### config.mk
export PLATFORM = sky130hd
export DESIGN_NAME = instr_fetch_flat
export DESIGN_NICKNAME = d
export VERILOG_FILES = /design/src/rtl/instr_fetch_if.sv /design/src/rtl/instr_fetch.sv /design/src/flat_wrapper.sv
export SDC_FILE = /design/constraint.sdc
export NUM_CORES = 1
export LEC_CHECK = 0
export ABC_CLOCK_PERIOD_IN_PS = 2300
export BUFFER_PORTS_ARGS = -buffer_cell sky130_fd_sc_hd__buf_4
export CAP_MARGIN = 15
export CELL_PAD_IN_SITES_DETAIL_PLACEMENT = 1
export CELL_PAD_IN_SITES_GLOBAL_PLACEMENT = 1
export CORE_MARGIN = 10
export CORE_UTILIZATION = 30
export DETAILED_ROUTE_END_ITERATION = 10
export PLACE_DENSITY = 0.75
export SYNTH_ARGS = -nofsm -noshare
export SYNTH_HDL_FRONTEND = slang
export SYNTH_SLANG_ARGS = --single-unit
### constraint.sdc
create_clock -name Clk -period 2.3 [get_ports Clk]
set_input_delay 0.23 -clock Clk [delete_from_list [all_inputs] [get_ports Clk]]
set_output_delay 0.23 -clock Clk [all_outputs]
set_load 0.05 [all_outputs]
### src/rtl/instr_fetch_if.sv
// Fetch-stage bus: control/branch inputs from decode and the lookup table,
// plus the program counter and status returned toward memory and the bench.
interface instr_fetch_if #(
    parameter int PW = 16
);
    logic          Start;
    logic [PW-1:0] StartAddr;
    logic          Stall;
    logic          BranchAbs;
    logic          BranchRel;
    logic          Taken;
    logic [PW-1:0] Target;
    logic          Halt;
    logic [PW-1:0] ProgCtr;
    logic          Running;
    logic          Done;
    logic [15:0]   InstCount;

    modport slave (
        input  Start, StartAddr, Stall, BranchAbs, BranchRel, Taken, Target, Halt,
        output ProgCtr, Running, Done, InstCount
    );

    modport master (
        output Start, StartAddr, Stall, BranchAbs, BranchRel, Taken, Target, Halt,
        input  ProgCtr, Running, Done, InstCount
    );
endinterface

### src/rtl/instr_fetch.sv
// Program counter and fetch sequencer: IDLE/RUN/DONE control, zero-latency
// branch application and a saturating retired-instruction counter.
module instr_fetch #(
    parameter int            PW       = 16,
    parameter logic [PW-1:0] RESET_PC = '0
) (
    input  logic         Clk,
    input  logic         Reset_n,
    instr_fetch_if.slave bus
);

    typedef enum logic [1:0] {IDLE, RUN, DONE} state_t;

    state_t        state_q, state_d;
    logic [PW-1:0] pc_q, pc_d;
    logic [15:0]   cnt_q, cnt_d;
    logic          running_q, done_q;

    function automatic logic [15:0] sat_inc(input logic [15:0] v);
        return (v == 16'hFFFF) ? v : v + 16'd1;
    endfunction

    always_comb begin
        state_d = state_q;
        pc_d    = pc_q;
        cnt_d   = cnt_q;
        unique case (state_q)
            IDLE: begin
                pc_d = RESET_PC;
                if (bus.Start) begin
                    pc_d    = bus.StartAddr;
                    cnt_d   = '0;
                    state_d = RUN;
                end
            end
            RUN: begin
                if (bus.Start) begin
                    pc_d  = bus.StartAddr;
                    cnt_d = '0;
                end else if (bus.Halt) begin
                    state_d = DONE;
                    cnt_d   = sat_inc(cnt_q);
                end else if (!bus.Stall) begin
                    // Absolute outranks relative when decode raises both.
                    if (bus.BranchAbs && bus.Taken)
                        pc_d = bus.Target;
                    else if (bus.BranchRel && bus.Taken)
                        pc_d = pc_q + bus.Target;
                    else
                        pc_d = pc_q + 1'b1;
                    cnt_d = sat_inc(cnt_q);
                end
            end
            DONE: begin
                if (bus.Start) begin
                    pc_d    = bus.StartAddr;
                    cnt_d   = '0;
                    state_d = RUN;
                end
            end
            default: begin
                state_d = IDLE;
                pc_d    = RESET_PC;
            end
        endcase
    end

    always_ff @(posedge Clk or negedge Reset_n) begin
        if (!Reset_n) begin
            state_q   <= IDLE;
            pc_q      <= RESET_PC;
            cnt_q     <= '0;
            running_q <= 1'b0;
            done_q    <= 1'b0;
        end else begin
            state_q   <= state_d;
            pc_q      <= pc_d;
            cnt_q     <= cnt_d;
            running_q <= (state_d == RUN);
            done_q    <= (state_d == DONE);
        end
    end

    assign bus.ProgCtr   = pc_q;
    assign bus.Running   = running_q;
    assign bus.Done      = done_q;
    assign bus.InstCount = cnt_q;

endmodule

### src/flat_wrapper.sv
// flat-port wrapper written by rule: the top's interface ports become plain ports
module instr_fetch_flat 
#(
    parameter int            PW       = 16,
    parameter logic [PW-1:0] RESET_PC = '0
)
  (Clk, Reset_n, bus_Start, bus_StartAddr, bus_Stall, bus_BranchAbs, bus_BranchRel, bus_Taken, bus_Target, bus_Halt, bus_ProgCtr, bus_Running, bus_Done, bus_InstCount);
  instr_fetch_if #(.PW(PW)) bus_i ();
  input  logic Clk;
  input  logic Reset_n;
  input wire logic [$bits(bus_i.Start)-1:0] bus_Start;
  input wire logic [$bits(bus_i.StartAddr)-1:0] bus_StartAddr;
  input wire logic [$bits(bus_i.Stall)-1:0] bus_Stall;
  input wire logic [$bits(bus_i.BranchAbs)-1:0] bus_BranchAbs;
  input wire logic [$bits(bus_i.BranchRel)-1:0] bus_BranchRel;
  input wire logic [$bits(bus_i.Taken)-1:0] bus_Taken;
  input wire logic [$bits(bus_i.Target)-1:0] bus_Target;
  input wire logic [$bits(bus_i.Halt)-1:0] bus_Halt;
  output wire logic [$bits(bus_i.ProgCtr)-1:0] bus_ProgCtr;
  output wire logic [$bits(bus_i.Running)-1:0] bus_Running;
  output wire logic [$bits(bus_i.Done)-1:0] bus_Done;
  output wire logic [$bits(bus_i.InstCount)-1:0] bus_InstCount;
  assign bus_i.Start = bus_Start;
  assign bus_i.StartAddr = bus_StartAddr;
  assign bus_i.Stall = bus_Stall;
  assign bus_i.BranchAbs = bus_BranchAbs;
  assign bus_i.BranchRel = bus_BranchRel;
  assign bus_i.Taken = bus_Taken;
  assign bus_i.Target = bus_Target;
  assign bus_i.Halt = bus_Halt;
  assign bus_ProgCtr = bus_i.ProgCtr;
  assign bus_Running = bus_i.Running;
  assign bus_Done = bus_i.Done;
  assign bus_InstCount = bus_i.InstCount;
  instr_fetch #(.PW(PW), .RESET_PC(RESET_PC)) u_core (.Clk(Clk), .Reset_n(Reset_n), .bus(bus_i));
endmodule
==> results of run 1 <==
## layer usage
layer	routed length, um	part of all wire [%]
met5	0	0
met3	553	5.8
met1	4129	44
met2	4692	50
met4	99	1.0
## worst max path at each step
stage / to / slack, ns / cells after the start
2_1_floorplan: u_core.bus.ProgCtr[14]$_DFFE_PN0P_ / 0.01 / 9
3_3_place_gp: u_core.bus.ProgCtr[14]$_DFFE_PN0P_ / 0.03 / 10
3_5_place_dp: u_core.bus.ProgCtr[9]$_DFFE_PN0P_ / -0.07 / 10
4_1_cts: u_core.bus.ProgCtr[14]$_DFFE_PN0P_ / 0.04 / 10
5_1_grt: u_core.bus.ProgCtr[14]$_DFFE_PN0P_ / 0.03 / 10
6_report: u_core.bus.ProgCtr[14]$_DFFE_PN0P_ / 0.14 / 7
## worst register-to-register path, delay by kind of cell (launching register included)
family | cells | cell delay [ns]
AO/OA/AOI/OAI | 4 | 0.87
flip-flops | 1 | 0.42
adder cells (fa/ha/maj) | 1 | 0.39
AND/OR/NAND/NOR | 2 | 0.39
## per-stage QoR
stage	hold slack, ns	setup slack, ns
floorplan	-0.06559	0.01488
global placement	0.2264	0.03139
detailed placement	0.2317	-0.07384
CTS	0.1439	0.04320
global route	0.1653	0.03433
finish	0.1549	0.1362
## kinds of logic after synthesis
logic type / Yosys count / synth area share [%]
AND/OR/NAND/NOR: 119 / 23.01
AO/OA/AOI/OAI: 108 / 24.60
flip-flops: 36 / 32.74
buffers and inverters: 26 / 3.956
XOR/XNOR: 23 / 7.322
adder cells (fa/ha/maj): 17 / 8.004
multiplexers: 1 / 0.3638
## power by group through the flow
| stage | registers (W) | logic [W] | clock network, W |
|---|---|---|---|
| floorplan | 0.000929 | 0.000359 | 0 |
| global placement | 0.000761 | 0.000826 | 0 |
| detailed placement | 0.000761 | 0.000843 | 0 |
| CTS | 0.000750 | 0.000848 | 0.000495 |
| global route | 0.000760 | 0.000949 | 0.000526 |
| finish | 0.000750 | 0.000870 | 0.000478 |
## repair_timing
item                                    CTS  global route
endpoints found under the hold margin    36             0
setup buffers                             0             1
hold buffers                              1             0
gates resized for setup                   0            12
endpoints found under the setup margin    0             6
## flip-flops by register name (all words and copies together), names as in the netlist
signal / cells
u_core.state_q: 2
u_core.bus.Running: 1
u_core.bus.InstCount: 16
u_core.bus.ProgCtr: 16
u_core.bus.Done: 1
## layout by cell type (no fill, tap or decap), types with 3 or more instances in the layout
master	netlist	final
buf_4	0	86
a21boi_1	3	3
and3_1	20	20
o21a_1	5	5
and2_1	4	4
a31oi_1	5	5
nor2_1	21	21
xnor2_1	8	8
xor2_1	15	15
a22o_1	5	5
o211ai_1	4	4
a21oi_1	37	35
inv_1	11	11
nand3_1	14	14
o21ai_1	12	11
ha_1	16	15
o21ai_0	12	12
nor3_1	5	5
a221oi_1	4	4
dfrtp_1	36	35
a21o_1	6	6
nand2_1	31	30
clkbuf_8	0	5
## cells in the mapped netlist, types with 2 or more instances
master | instances | area (um2)
a21oi_1 | 37 | 185.2
dfrtp_1 | 36 | 900.9
nand2_1 | 31 | 116.4
nor2_1 | 21 | 78.83
and3_1 | 20 | 125.1
ha_1 | 16 | 200.2
xor2_1 | 15 | 131.4
nand3_1 | 14 | 70.07
o21ai_0 | 12 | 60.06
o21ai_1 | 12 | 60.06
inv_1 | 11 | 41.29
clkbuf_1 | 10 | 37.54
xnor2_1 | 8 | 70.07
a21o_1 | 6 | 45.04
a22o_1 | 5 | 43.79
a31oi_1 | 5 | 31.28
nor3_1 | 5 | 25.02
o21a_1 | 5 | 37.54
a221oi_1 | 4 | 35.03
and2_1 | 4 | 25.02
nand2b_1 | 4 | 25.02
o211ai_1 | 4 | 30.03
a21boi_1 | 3 | 22.52
buf_2 | 3 | 15.01
a221o_1 | 2 | 20.02
a22oi_1 | 2 | 15.01
and4_1 | 2 | 17.52
and4_4 | 2 | 22.52
nand3_2 | 2 | 20.02
nand4_1 | 2 | 12.51
nor2b_1 | 2 | 12.51
o21bai_1 | 2 | 15.01
or3_1 | 2 | 12.51
## final cells by class
class	count	area share (%)
Inverter	11	1.141
Sequential cell	36	24.93
Timing Repair Buffer	87	18.12
Clock buffer	5	1.902
Clock inverter	3	0.5187
Tap cell	108	3.734
Multi-Input combinational cell	268	49.65
==> metrics.md, run 1 <==
| Metric | Value |
|---|---|
| Power density normalized to cell area | 579.8 nW/um2 |
| Worst endpoint data arrival time | 2.36 ns |
| TritonCTS Buffers | 5 |
| Maximum single-stage delay on the critical path | 0.42 ns |
| Number of routed nets with antenna violations | 0 |
| Instance count along the most critical hold path | 3 |
| Final Routed Wirelength | approximately 9500 um |
| Overall overflow remaining after global route | 0 |
| Endpoint of the lowest-slack register-to-register path | u_core.bus.ProgCtr[14]$_DFFE_PN0P_ |
| Finished Layout Cells | ~520 |
| Netlist area before placement | 2751 um2 |
| Placed standard-cell area | 3458 um2 |
| Relative contribution of sequential cells to total power | 35.7% |
| Area of the core | about 8800 um2 |
| Clock transition time at the flip-flop clock pins of the worst setup and hold paths | 0.08 ns |
| All-Layer GR Usage | 14.24% |
| Proportion of register bits with asynchronous set or reset after synthesis | 100.0% |
| Avg WL per Cell | 18.29 um |
| Met2 GRT Util | 25.26% |
| Initial DRC count | ~170 |
| Class of the worst hold path | input pin to flip-flop |
| Cell type with the highest occurrence count on the critical path | a21oi_1 |
| Maximum buffer depth of the clock tree | 2 |
| TNS Setup | 0 ns |
| Status | completed |
| Clock tree from TritonCTS | built |
| CP top delay family | compound AO/OA/AOI/OAI gates |
| Switching pwr | 0.0008629 W |
| Initial Util | 31.24% |
| Cell type of the slowest stage on the worst timing path | dfrtp_1 |
| Number of enable flip-flop cells after synthesis | 0 |
| Hold_sp | bus_StartAddr[5] |
| Later-pin clock latency in the skew report | about 0.3 ns |
| Sw Share | 41.13% |
| Inserted Diodes | 0 |
| Mapped Avg Cell Area | between 8 and 9 um2 |
| R2r worst-path depth | 7 |
| Crit path buf inv count | 0 |
| Number of placed instances with taps included | 508 |
| Total chip power | 0.002098 W |
| Final net count | 466 |
| Start of the worst register-to-register path | u_core.bus.ProgCtr[9]$_DFFE_PN0P_ |
| IO Count | between 70 and 80 |
| Worst-margin pin slew | 0.7258 ns |
| Met1 usage in global routing | 16.62% |
| Total half-perimeter wirelength after legalization and detailed placement | 7452 um |
| Wire length of the first global-routing pass | 15500 um |
| Minimum clock period after layout | 2.164 ns |
| Post-route design area | 3618 um2 |
| Gate count of the mapped netlist | 330 |
| RD Place Congestion | between 0.9 and 1 |
| Number of max-slew violations in the final report | 0 |
| GR Layer Usage met3 | 3.773% |
| Crit. Startpoint | u_core.bus.ProgCtr[9]$_DFFE_PN0P_ |
| DRC Markers | 0 |
| Worst-case headroom to the max-slew limit | 51.61% |
| Unrepaired setup endpoints after global routing | false |
| Clock tree root driver cell | clkbuf_8 |
| Cell row count | 34 |
| Area of the die | 13400 um2 |
| First drt pass iteration count | 4 |
| Post-Route Utilization | 41.09% |
| R2R setup slack | 0.14 ns |
| Distinct cells, synth | 54 |
| Register Area | 902.1 um2 |
| Layout overhead on the synthesized area | 31.51% |
| Hold Violations, Final | 0 |
| Final number of setup-violating endpoints | 0 |
| Highest attainable clock frequency | about 0.46 GHz |
| Fraction of layout cells with a size suffix above 1 | between 20 and 30% |
| Synth Flop Type | dfrtp_1 |
| Period Utilization, post-route | 94.08% |
| Worst path required time | ~2.5 ns |
| Largest fanout on the critical path | 7 |
| Synth Register Bits | 36 |
| Vias per Instance | roughly 5.4 |
| Number of fill cells in the layout | around 1100 |
| Number of antenna violations at the first check in global routing | 0 |
| Leakage component of the power | 1.795 nW |
| Post-Syn Nets | 387 |
| Largest net degree at the start of global routing | 37 |
| Number of global-route vias before repair | 3083 |
| Total area of multi-input combinational cells | roughly 1800 um2 |
| Horiz. Die Dim | 115.8 um |
| Clock share of power | 22.8% |
| Worst Skew | 0.004268 ns |
| Total vias in the final route | 2803 |
| H-Tree Level Count | 2 |
| Height of the chip | roughly 120 um |
| Power share of the combinational group | roughly 42% |
| Kind of launch point of the worst setup path | flip-flop |
| Internal power | around 0.0012 W |
| Endpoint, Worst Hold | u_core.bus.ProgCtr[5]$_DFFE_PN0P_ |
| Start-to-end type of the worst setup path | flip-flop to flip-flop |
| Share of the yosys chip area belonging to registers | 32.74% |
| Largest voltage drop on the vdd net | 0.2232 mV |
| MaxCap Viol Count | 0 |
| Busiest grt layer | met2 |
| Clock net sink count | 36 |
| Synthesis Warnings | 0 |
| Worst-path cell chain | ha_1 > a21oi_1 > o21ai_1 > a41o_1 > or3_1 > a21oi_1 > nor2_1 |
| Kind of end point of the critical path | flip-flop |
| Port-buffer cells | 73 |
(Power assumes the default switching activity.)
==> inputs of run 2 (changes only) <==
--- a/config.mk
+++ b/config.mk
@@ -5,6 +5,7 @@
 export SDC_FILE = /design/constraint.sdc
 export NUM_CORES = 1
 export LEC_CHECK = 0
+export ABC_AREA = 1
 export ABC_CLOCK_PERIOD_IN_PS = 2300
 export BUFFER_PORTS_ARGS = -buffer_cell sky130_fd_sc_hd__buf_4
 export CAP_MARGIN = 15
@@ -13,7 +14,7 @@
 export CORE_MARGIN = 10
 export CORE_UTILIZATION = 30
 export DETAILED_ROUTE_END_ITERATION = 10
-export PLACE_DENSITY = 0.75
+export PLACE_DENSITY = 0.78
 export SYNTH_ARGS = -nofsm -noshare
 export SYNTH_HDL_FRONTEND = slang
 export SYNTH_SLANG_ARGS = --single-unit
==> metrics.md, run 2 <==
| Metric | Value |
|---|---|
| IO Count | 74 (unchanged) |
| Initial Util | 30.89% (-0.36 points) |
| Post-Syn Nets | 591 (+53%) |
| RD Place Congestion | 0.8925 (-1.7%) |
| Number of enable flip-flop cells after synthesis | 0 (unchanged) |
| Class of the worst hold path | input pin to flip-flop |
| TritonCTS Buffers | 5 (unchanged) |
| Netlist area before placement | 3203 um2 (+16%) |
| Area of the die | 15210 um2 (+13%) |
| Horiz. Die Dim | 123.3 um (+6.5%) |
| Leakage component of the power | 2.349 nW (+31%) |
| Avg WL per Cell | 15.84 um (-13%) |
| Highest attainable clock frequency | 0.4672 GHz (+1.1%) |
| Cell type with the highest occurrence count on the critical path | nand2_1 |
| All-Layer GR Usage | 15.71% (+1.5 points) |
| Share of Yosys cell area claimed by the top area cell type | 28.13% (-4.6 points) |
| MaxCap Viol Count | 0 (unchanged) |
| Mapped Avg Cell Area | 5.998 um2 (-28%) |
| Number of routed nets with antenna violations | 0 (unchanged) |
| Final Routed Wirelength | 11910 um (+26%) |
| Number of placed instances with taps included | 741 (+46%) |
| Proportion of register bits with asynchronous set or reset after synthesis | 100.0% (unchanged) |
| Worst-margin pin slew | 0.5847 ns (-0.1411 ns) |
| Power density normalized to cell area | 666.2 nW/um2 (+15%) |
| Clock transition time at the flip-flop clock pins of the worst setup and hold paths | 0.10 ns (+0.02 ns) |
| Worst path required time | 2.53 ns (+0.04 ns) |
| Synthesized-area fraction occupied by ao, oa, aoi and oai cells | 10.59% (-14 points) |
| Largest voltage drop on the vdd net | 0.2491 mV (+12%) |
| Hold Violations, Final | 0 (unchanged) |
| Kind of launch point of the worst setup path | flip-flop |
| Inserted Diodes | 0 (unchanged) |
| Total vias in the final route | 3678 (+31%) |
| Most frequent cell after synthesis | nand2_1 |
| Most area-consuming cells after synthesis | dfrtp_1 28%, nand2_1 24%, inv_1 9.6%, ha_1 6.3%, nand3_1 5.3% |
| Total half-perimeter wirelength after legalization and detailed placement | 9448 um (+27%) |
| Crit path buf inv count | 2 (+2) |
| Period Utilization, post-route | 93.07% (-1.0 points) |
| Synth Flop Type | dfrtp_1 |
| First drt pass iteration count | 4 (unchanged) |
| H-Tree Level Count | 2 (unchanged) |
| Final worst hold slack | 0.1170 ns (-0.03783 ns) |
| Clock tree root driver cell | clkbuf_8 |
| Number of antenna violations at the first check in global routing | 0 (unchanged) |
| Synthesis Warnings | 0 (unchanged) |
| XOR/XNOR Fraction of Synth Area | 1.094% (-6.2 points) |
| CP top delay family | simple AND/OR/NAND/NOR gates |
| Most frequent cells in the layout | 209 x nand2_1, 84 x buf_4, 81 x inv_1, 45 x nor2_1, 36 x dfrtp_1 |
| Height of the chip | 123.3 um (+6.5%) |
| Clock tree from TritonCTS | built |
| Finished Layout Cells | 752 (+45%) |
| Most frequent standard cell in the layout excluding fill and tap cells | nand2_1 |
| Setup ws final | 0.1595 ns (+0.02326 ns) |
| Port-buffer cells | 73 (unchanged) |
| Distinct cells, synth | 36 (-33%) |
| Number of max-slew violations in the final report | 0 (unchanged) |
| Status | completed |
| Final number of setup-violating endpoints | 0 (unchanged) |
| Gate count of the mapped netlist | 534 (+62%) |
| Number of global-route vias before repair | 4012 (+30%) |
| Wire length of the first global-routing pass | 19320 um (+25%) |
| Initial DRC count | 192 (+16%) |
| Clock net sink count | 36 (unchanged) |
| Vias per Instance | 4.891 (-9.6%) |
| Placement-stage worst setup slack | -0.1296 ns (-0.05580 ns) |
| Dominant combinational cell family by area after synthesis | simple AND/OR/NAND/NOR gates |
| Layout overhead on the synthesized area | 27.23% |
| Cell type of the slowest stage on the worst timing path | dfrtp_1 |
| Overall overflow remaining after global route | 0 (unchanged) |
| Worst-path cell chain | ha_1 > inv_1 > fa_1 > inv_2 > nand3_1 > nand3_2 > nand3_1 > nand3_1 > nand2_1 > nand3_1 > nand2_1 > nand2_1 > nand2_1 > nand2_1 > nand2_1 > nand2_1 |
| Worst Skew | 0.01428 ns (+0.01001 ns) |
| Kind of end point of the critical path | flip-flop |
| DRC Markers | 0 (unchanged) |
| Start-to-end type of the worst setup path | flip-flop to flip-flop |
| Share of the yosys chip area belonging to registers | 28.13% (-4.6 points) |
| Minimum clock period after layout | 2.141 ns (-0.02326 ns) |
| Arithmetic-cell share of the synthesized area counting full adders, half adders and majority gates | 6.875% (-1.1 points) |
| Maximum buffer depth of the clock tree | 2 (unchanged) |
| Worst-case headroom to the max-slew limit | 60.93% (+9.3 points) |
| Largest net degree at the start of global routing | 37 (unchanged) |
| Later-pin clock latency in the skew report | 0.30 ns (about the same) |
| Largest fanout on the critical path | 4 (-3) |
| Multiplexer area fraction after synthesis | 0% (-0.36 points) |
| Fraction of layout cells with a size suffix above 1 | 18.18% (-9.4 points) |
| Dominant cell type by area after synthesis | dfrtp_1 |
| Synth Register Bits | 36 (unchanged) |
| Area of the core | 10370 um2 (+18%) |
| Most frequent cells after synthesis | 209 x nand2_1, 82 x inv_1, 45 x nor2_1 |
| Maximum single-stage delay on the critical path | 0.39 ns (-0.03 ns) |
| Final net count | 672 (+44%) |
| Cell row count | 37 (+8.8%) |
| Worst endpoint data arrival time | 2.37 ns (about the same) |
| Synthesized-area fraction occupied by and/or/nand/nor cells | 41.33% (+18 points) |
run 2: changes by cell type after synthesis, moves of 12 or more:
| cell | delta |
|---|---|
| and3_1 | -19 |
| inv_1 | +71 |
| nand2_1 | +178 |
| nand3_1 | +20 |
| nor2_1 | +24 |
| xor2_1 | -12 |
run 2: final cells by class:
| cell class | count | area, um2 |
|---|---|---|
| well taps | 136 | 170.2 |
| clock buffers | 7 | 86.33 |
| inverters | 87 | 326.6 |
| repair buffers | 86 | 660.6 |
| flip-flops and latches | 36 | 900.9 |
| clock inverters | 1 | 7.507 |
| multi-input cells | 399 | 1923 |
| fillers | 1423 | 6295 |
run 2: metrics by stage:
stage	total power, W	cell area [um2]	TNS [ns]	util (%)
after detailed placement	0.002197	3951	-0.4184	38.10
after CTS	0.002734	4055	0	39.10
after floorplan	0.001720	3203	0	-
final	0.002715	4075	0	39.30
after global placement	0.002151	3951	0	38.10
after global routing	0.002914	4075	-0.01191	39.30
run 2: what timing repair did:
item / in CTS / in global routing
buffers inserted: 0 / 2
setup endpoints to repair: 0 / 1
hold buffers: 1 / 0
endpoints found under the hold margin: 36 / 0
gates resized for setup: 0 / 2
run 2: worst reg2reg max path: stages (launching register included):
cell	delay, ns
dfrtp_1	0.39
ha_1	0.19
inv_1	0.06
fa_1	0.37
inv_2	0.09
nand3_1	0.11
nand3_2	0.11
nand3_1	0.12
nand3_1	0.11
nand2_1	0.06
nand3_1	0.08
nand2_1	0.06
nand2_1	0.05
nand2_1	0.05
nand2_1	0.07
nand2_1	0.05
nand2_1	0.09
run 2: kinds of logic after synthesis:
family / Yosys count
AO/OA/AOI/OAI: 59
XOR/XNOR: 4
adder cells (fa/ha/maj): 17
buffers and inverters: 99
flip-flops: 36
AND/OR/NAND/NOR: 319
run 2: where the power goes:
group          leakage (nW)  total [W]  switching, W  internal (W)
sequential            0.475   0.000815     0.0000960      0.000720
clock                0.0445   0.000524      0.000279      0.000245
combinational          1.83    0.00138      0.000925      0.000451
total                  2.35    0.00271       0.00130       0.00142
run 2: path summary, 6_finish.rpt:
path	to	depth (start not counted)	slack [ns]	from
setup / recovery	u_core.bus.ProgCtr[12]$_DFFE_PN0P_	16	0.16	u_core.bus.ProgCtr[0]$_DFFE_PN0P_
hold / removal	u_core.state_q[0]$_DFF_PN0_	2	0.12	bus_Halt
setup reg to reg	u_core.bus.ProgCtr[12]$_DFFE_PN0P_	16	0.16	u_core.bus.ProgCtr[0]$_DFFE_PN0P_
hold reg to reg	u_core.bus.ProgCtr[7]$_DFFE_PN0P_	2	0.54	u_core.bus.ProgCtr[7]$_DFFE_PN0P_
max in group asynchronous	u_core.bus.ProgCtr[14]$_DFFE_PN0P_	2	1.51	Reset_n
min in group asynchronous	u_core.bus.InstCount[6]$_DFFE_PN0P_	2	0.43	Reset_n
run 2: layer usage:
layer	vias up	global-route usage, %	wire length (um)
li1	1823	-	-
met1	1769	17.76	4969
met2	70	28.60	6152
met3	16	3.920	617
met4	0	4.294	175
met5	-	0	0
